### src/rtl/competition_hazard_pkg.sv
// Shared defaults and helpers for the competition_hazard flag generator.
//   CH_SYNC_STAGES_DEF : default synchroniser depth per input
//   CH_FILTER_CNT_DEF  : default number of consecutive differing cycles before flag toggles
//   ch_cnt_w(n)        : width of a counter able to hold 0..n
package competition_hazard_pkg;

  localparam int CH_SYNC_STAGES_DEF = 2;
  localparam int CH_FILTER_CNT_DEF  = 2;

  function automatic int ch_cnt_w(input int n);
    return $clog2(n + 1);
  endfunction

endpackage

### src/rtl/ch_sync.sv
// ch_sync: N-stage single-bit synchroniser for an input asynchronous to clk.
// Ports:
//   clk   : input clock, rising edge
//   rst_n : synchronous active-low reset, clears every stage to 0
//   d     : asynchronous input bit
//   q     : synchronised output (last stage of the chain)
// Parameters:
//   SYNC_STAGES : chain depth, must be >= 2
module ch_sync
  import competition_hazard_pkg::*;
#(
  parameter int SYNC_STAGES = CH_SYNC_STAGES_DEF
) (
  input  logic clk,
  input  logic rst_n,
  input  logic d,
  output logic q
);

  // bit 0 captures the raw input; the top bit is the settled copy
  logic [SYNC_STAGES-1:0] sync_p0;

  always_ff @(posedge clk) begin
    if (!rst_n) begin
      sync_p0 <= '0;
    end else begin
      sync_p0 <= {sync_p0[SYNC_STAGES-2:0], d};
    end
  end

  assign q = sync_p0[SYNC_STAGES-1];

endmodule

### src/rtl/competition_hazard.sv
// competition_hazard: glitch-safe AND detector for two asynchronous controls.
// Each input is resynchronised, their AND is digitally filtered, and flag is a
// registered level that only moves after the AND has held a new value for
// FILTER_CNT consecutive cycles. Latency from a stable input change to flag is
// SYNC_STAGES + FILTER_CNT cycles, symmetric for rise and fall.
// Ports:
//   clk      : input clock, rising edge
//   rst_n    : synchronous active-low reset
//   en       : enable, asynchronous to clk
//   din_rvs  : data/reverse qualifier, asynchronous to clk
//   flag     : registered, filtered en AND din_rvs
//   flag_raw : (only with COMPETITION_HAZARD_RAW_FLAG_EN) unsynchronised
//              combinational en AND din_rvs, hazard-prone, debug only
// Parameters:
//   SYNC_STAGES : synchroniser depth (>= 2)
//   FILTER_CNT  : consecutive differing cycles needed to toggle flag (>= 1)
// Configuration macro: COMPETITION_HAZARD_RAW_FLAG_EN
module competition_hazard
  import competition_hazard_pkg::*;
#(
  parameter int SYNC_STAGES = CH_SYNC_STAGES_DEF,
  parameter int FILTER_CNT  = CH_FILTER_CNT_DEF
) (
  input  logic clk,
  input  logic rst_n,
  input  logic en,
  input  logic din_rvs,
`ifdef COMPETITION_HAZARD_RAW_FLAG_EN
  output logic flag_raw,
`endif
  output logic flag
);

  localparam int CNT_W = ch_cnt_w(FILTER_CNT);

  logic             en_s;
  logic             din_s;
  logic             cond_p0;
  logic [CNT_W-1:0] cnt_p1;

  // The count reaching FILTER_CNT-1 means this cycle is the last differing one
  // needed, so cnt never gets past FILTER_CNT-1.
  function automatic logic cnt_at_limit(input logic [CNT_W-1:0] c);
    return c == CNT_W'(FILTER_CNT - 1);
  endfunction

  // ---- stage 0: resynchronise both inputs ----
  ch_sync #(.SYNC_STAGES(SYNC_STAGES)) u_sync_en (
    .clk   (clk),
    .rst_n (rst_n),
    .d     (en),
    .q     (en_s)
  );

  ch_sync #(.SYNC_STAGES(SYNC_STAGES)) u_sync_din (
    .clk   (clk),
    .rst_n (rst_n),
    .d     (din_rvs),
    .q     (din_s)
  );

  // cond only feeds flop D inputs below; it is never routed out.
  assign cond_p0 = en_s & din_s;

  // ---- stage 1: filter counter and flag register ----
  always_ff @(posedge clk) begin
    if (!rst_n) begin
      cnt_p1 <= '0;
      flag   <= 1'b0;
    end else if (cond_p0 == flag) begin
      // agreement wipes any partial count: no memory of earlier near-misses
      cnt_p1 <= '0;
    end else if (cnt_at_limit(cnt_p1)) begin
      flag   <= cond_p0;
      cnt_p1 <= '0;
    end else begin
      cnt_p1 <= cnt_p1 + 1'b1;
    end
  end

`ifdef COMPETITION_HAZARD_RAW_FLAG_EN
  // Deliberately unsynchronised: shows the race glitch the filtered flag hides.
  assign flag_raw = en & din_rvs;
`endif

endmodule

### config.mk
export PLATFORM = sky130hd
export DESIGN_NAME = competition_hazard
export DESIGN_NICKNAME = d
export VERILOG_FILES = /design/src/rtl/competition_hazard_pkg.sv /design/src/rtl/ch_sync.sv /design/src/rtl/competition_hazard.sv
export SDC_FILE = /design/constraint.sdc
export NUM_CORES = 1
export LEC_CHECK = 0
export ABC_AREA = 1
export BUFFER_PORTS_ARGS = -buffer_cell sky130_fd_sc_hd__buf_2
export CORE_AREA = 2 2 39 41
export CTS_CLUSTER_DIAMETER = 120
export DETAILED_ROUTE_END_ITERATION = 8
export DIE_AREA = 0 0 41 43
export GPL_TIMING_DRIVEN = 0
export PLACE_DENSITY = 0.39
export SETUP_SLACK_MARGIN = 0.2
export SLEW_MARGIN = 20
export SYNTH_ARGS = -nofsm -noshare
export SYNTH_HDL_FRONTEND = slang
export SYNTH_HIERARCHICAL = 1
export SYNTH_SLANG_ARGS = --single-unit
### constraint.sdc
create_clock -name clk -period 0.85 [get_ports clk]
set_input_delay 0.17 -clock clk [delete_from_list [all_inputs] [get_ports clk]]
set_output_delay 0.17 -clock clk [all_outputs]
set_load 0.05 [all_outputs]
# == After elaboration in Yosys (flattened, before gate mapping) ==
# Cells that the tools add are included.
# totals
register_bits,7
word_cells,12
out_inout_bits,1
# op_classes
addsub,1
reduce_logical,2
bitwise_logic,3
n_eq_ne,2
# ops
cell,count
3-bit OR reduction,1
"2-bit by 1-bit adder with 2-bit output, second input constant",1
"2-bit by 1-bit == test with 1-bit output, second input constant",1
1-bit NOT,2
2-bit AND reduction,1
1-bit bitwise AND,1
1-bit == test,1

# == Logic depth before layout (Yosys ltp) ==
# depth
ltp_word,4
ltp_mapped,5
depth_no_buf,5

# == Hierarchy ==
# The synthesis kept the hierarchy.
# by_module_without_submodules
mod,cells_each,n_inst,area_each_um2
competition_hazard,16,1,125.1
ch_sync,6,2,55.1

# == Least setup slack after synthesis ==
# OpenSTA, ideal clock, no wires.
# synth_path
kind,reg2reg
start,register flag
end,register cnt_p1[0]
stages_incl_launch_ff,4
period_less_slack_ns,1.027
t_arrival_ns,0.914
required_ns,0.738
slack_ns,-0.177
path_buffers,0
path_cell_list,dfxtp_1 nand3_1 nand3_1 nor2_1
# synth_between
elab_chain_cells,2
# synth_rtl
item,line,source
from (decl),competition_hazard.sv:31,output logic flag
from (signal assigned),competition_hazard.sv:74,flag <= cond_p0;
1-bit == test,competition_hazard.sv:70,end else if (cond_p0 == flag) begin
3-bit OR reduction (no source line),n/a,
to (signal assigned),competition_hazard.sv:77,cnt_p1 <= cnt_p1 + 1'b1;
to (decl),competition_hazard.sv:39,logic [CNT_W-1:0] cnt_p1;
# Every way passes these cells.
# A chain may end at the register's enable or synchronous reset.

# == Worst setup path in the final report ==
# layout_path
start,register flag
end,output port flag
# No word-level cell between the ends.

==> metrics.txt <==
status finished, violations left; violated checks negative setup slack; WL/cell 7.170 um; total global-route track usage 0.06143; Crit path depth 1; drt first pass iters 1; max cap viols 0; sw frac 0.2043; Worst Setup Start Kind flip-flop; TritonCTS clock tree yes; Avg Inst Size Synth 8.401 sq um; Main synth FF type dfxtp_1; Die Area 1763 sq um; crit-path cells buf_8; 1st-iter DRT viols 0; syn_nets 33; Synth cell types 9; Synth Register Bits 7; detailed placement HPWL 269.9 um; Initial Util 0.1700; R2R setup slack approximately 40 ps; largest net degree at the start of global routing 7; hold-critical path depth 3; synth top area cells dfxtp_1 (60%), inv_1 (11%), nand2_1 (9.6%); Synth Instances 28; Worst slew margin 0.9221; n_diodes 0; Clock power frac 0.436; Syn Std Cell Area between 200 and 250 sq um; FF-to-FF path depth 5; RSZ-0062 raised after global routing yes; row count 14; DRC errors left 0; first-pass GRT wire length 690 um; Worst-Skew Late Latency 240 ps; buffer and inverter count on the worst path 1; Peak Freq around 1100 MHz; Area Growth Syn to Fin 51.60%; Clock Sink Count 7; htree depth 1; port buffer count 4; worst vdd ir 0.5919 mV; sequential area share after synthesis 0.5957; worst-margin pin slew between 100 and 150 ps; hold_ws 100.8 ps; Crit Path Class reg2out; CTS Buf Count 3; Via Count 186; Crit. Startpoint flag; Bufs on Longest Clock Path 2; Comb pwr share 0.053; placed inst area between 200 and 300 sq um; Placer Congestion 0.6495; Max stage delay on crit path 340 ps; Top Ports 5; Ys Warns 6; hold path start en; number of synthesized flops with an enable pin 0; root buf cell clkbuf_4; HP Class in2reg; Post-Route Skew 1.161 ps; hold buffers post-CTS 0; crit share post-route 1.058; final hold violation count 0; Post-Route WL roughly 380 um; Reg-to-Reg Start cnt_p1[1]; final setup fails 1; Reg power frac 0.510; die height roughly 43 um; Core Region 1384 sq um; reg2reg end cnt_p1[0]; clk slew on worst S/H paths ~50 ps; cell family with most CP delay flip-flops; vias in the first global route 199; Routed Antenna Nets 0; WP data required 680 ps; Critical Path Fanout Max 2; nets 43; Synth top area share 0.5957; leakage 0.1730 nW; final worst slack -49.51 ps; total grt overflow 0; critical path's slowest cell dfxtp_4; pwr dens approximately 1900 nW/um^2; vias per cell 3.509; ys async rst share 0; initial antenna violation count 0; fin. max-slew vios 0; Net Sw Power 0.1367 mW; Hold Path End u_sync_en/sync_p0[0]; Cell Int Power between 0.5 and 0.6 mW; cell taking the most area after synthesis dfxtp_1; endpoint class of the critical path output port; Synth top cells by count dfxtp_1 (7), inv_1 (7), nand2_1 (6); Die X a little over 40 um; minimum clock period 899.5 ps; worst path arrival time 730 ps; cell area after layout 356.6 sq um; fraction of final layout cells sized beyond drive strength 1 0.4865
-- sequential cells by signal, indices dropped and copies added, names as in the netlist --
signal,cells
u_sync_en/sync_p0,2
flag,1
cnt_p1,2
u_sync_din/sync_p0,2
-- power by group through the flow --
stage	Clock, mW	Combinational [mW]	Sequential, mW
3_5_place_dp	0	0.0278	0.347
5_1_grt	0.332	0.0404	0.343
6_report	0.292	0.0357	0.342
2_1_floorplan	0	0.0127	0.349
3_3_place_gp	0	0.0265	0.347
4_1_cts	0.312	0.0336	0.341
-- repair_timing --
action | 4_1_cts | 5_1_grt
hold endpoints to repair | 0 | 0
pin swaps | 2 | 0
resized for setup | 9 | 3
buffers inserted | 1 | 0
setup endpoints to repair | 4 | 4
-- metal layers --
metal | global-route usage | wire, um | vias up
met3 | 0.01571 | 25 | 0
met4 | 0.06000 | 0 | 0
met2 | 0.09063 | 213 | 5
met1 | 0.06494 | 141 | 82
met5 | 0 | 0 | -
li1 | - | - | 99
-- final cells by class --
cell class,instances,area (sq um)
clock buffers,4,26.28
fillers,153,1027
inverters,7,26.28
multi-input cells,14,100.1
flip-flops and latches,7,146.4
well taps,16,20.02
repair buffers,5,37.54
-- cell usage in the layout (no fill, tap or decap), drive strengths merged --
cell type and n:
ha 1, nand2 6, clkbuf 4, inv 7, a21oi 1, buf 5, nor2 3, o21ai 1
dfxtp 7, nand3 2
-- per-stage QoR --
stage | instances | utilization | power [mW] | setup TNS, ps | setup slack (ps)
final | 53 | 0.2577 | 0.6691 | -49.51 | -49.51
after global routing | 53 | 0.2577 | 0.7148 | -117.4 | -77.98
after CTS | 53 | 0.2505 | 0.6867 | -67.38 | -67.38
after detailed placement | 48 | 0.2034 | 0.3751 | 0 | 3.297
after global placement | 48 | 0.2034 | 0.3736 | 0 | 28.50
after floorplan | 28 | - | 0.3620 | 0 | 69.38
-- cells by family (layout without fill, tap and decap cells) --
family | Yosys count | after routing | synth area share
fa+ha+maj | 1 | 1 | 0.05318
simple gates | 11 | 11 | 0.1968
compound gates | 2 | 2 | 0.04251
flops | 7 | 7 | 0.5957
buf+inv | 7 | 16 | 0.1117
-- worst max-delay path by stage --
| stage | to | slack [ps] |
|---|---|---|
| after floorplan | cnt_p1[0] | 70 |
| after global placement | cnt_p1[0] | 30 |
| after detailed placement | cnt_p1[0] | 3 |
| after CTS | flag | -70 |
| after global routing | flag | -80 |
| final | flag | -50 |
(Power assumes the default switching activity.)
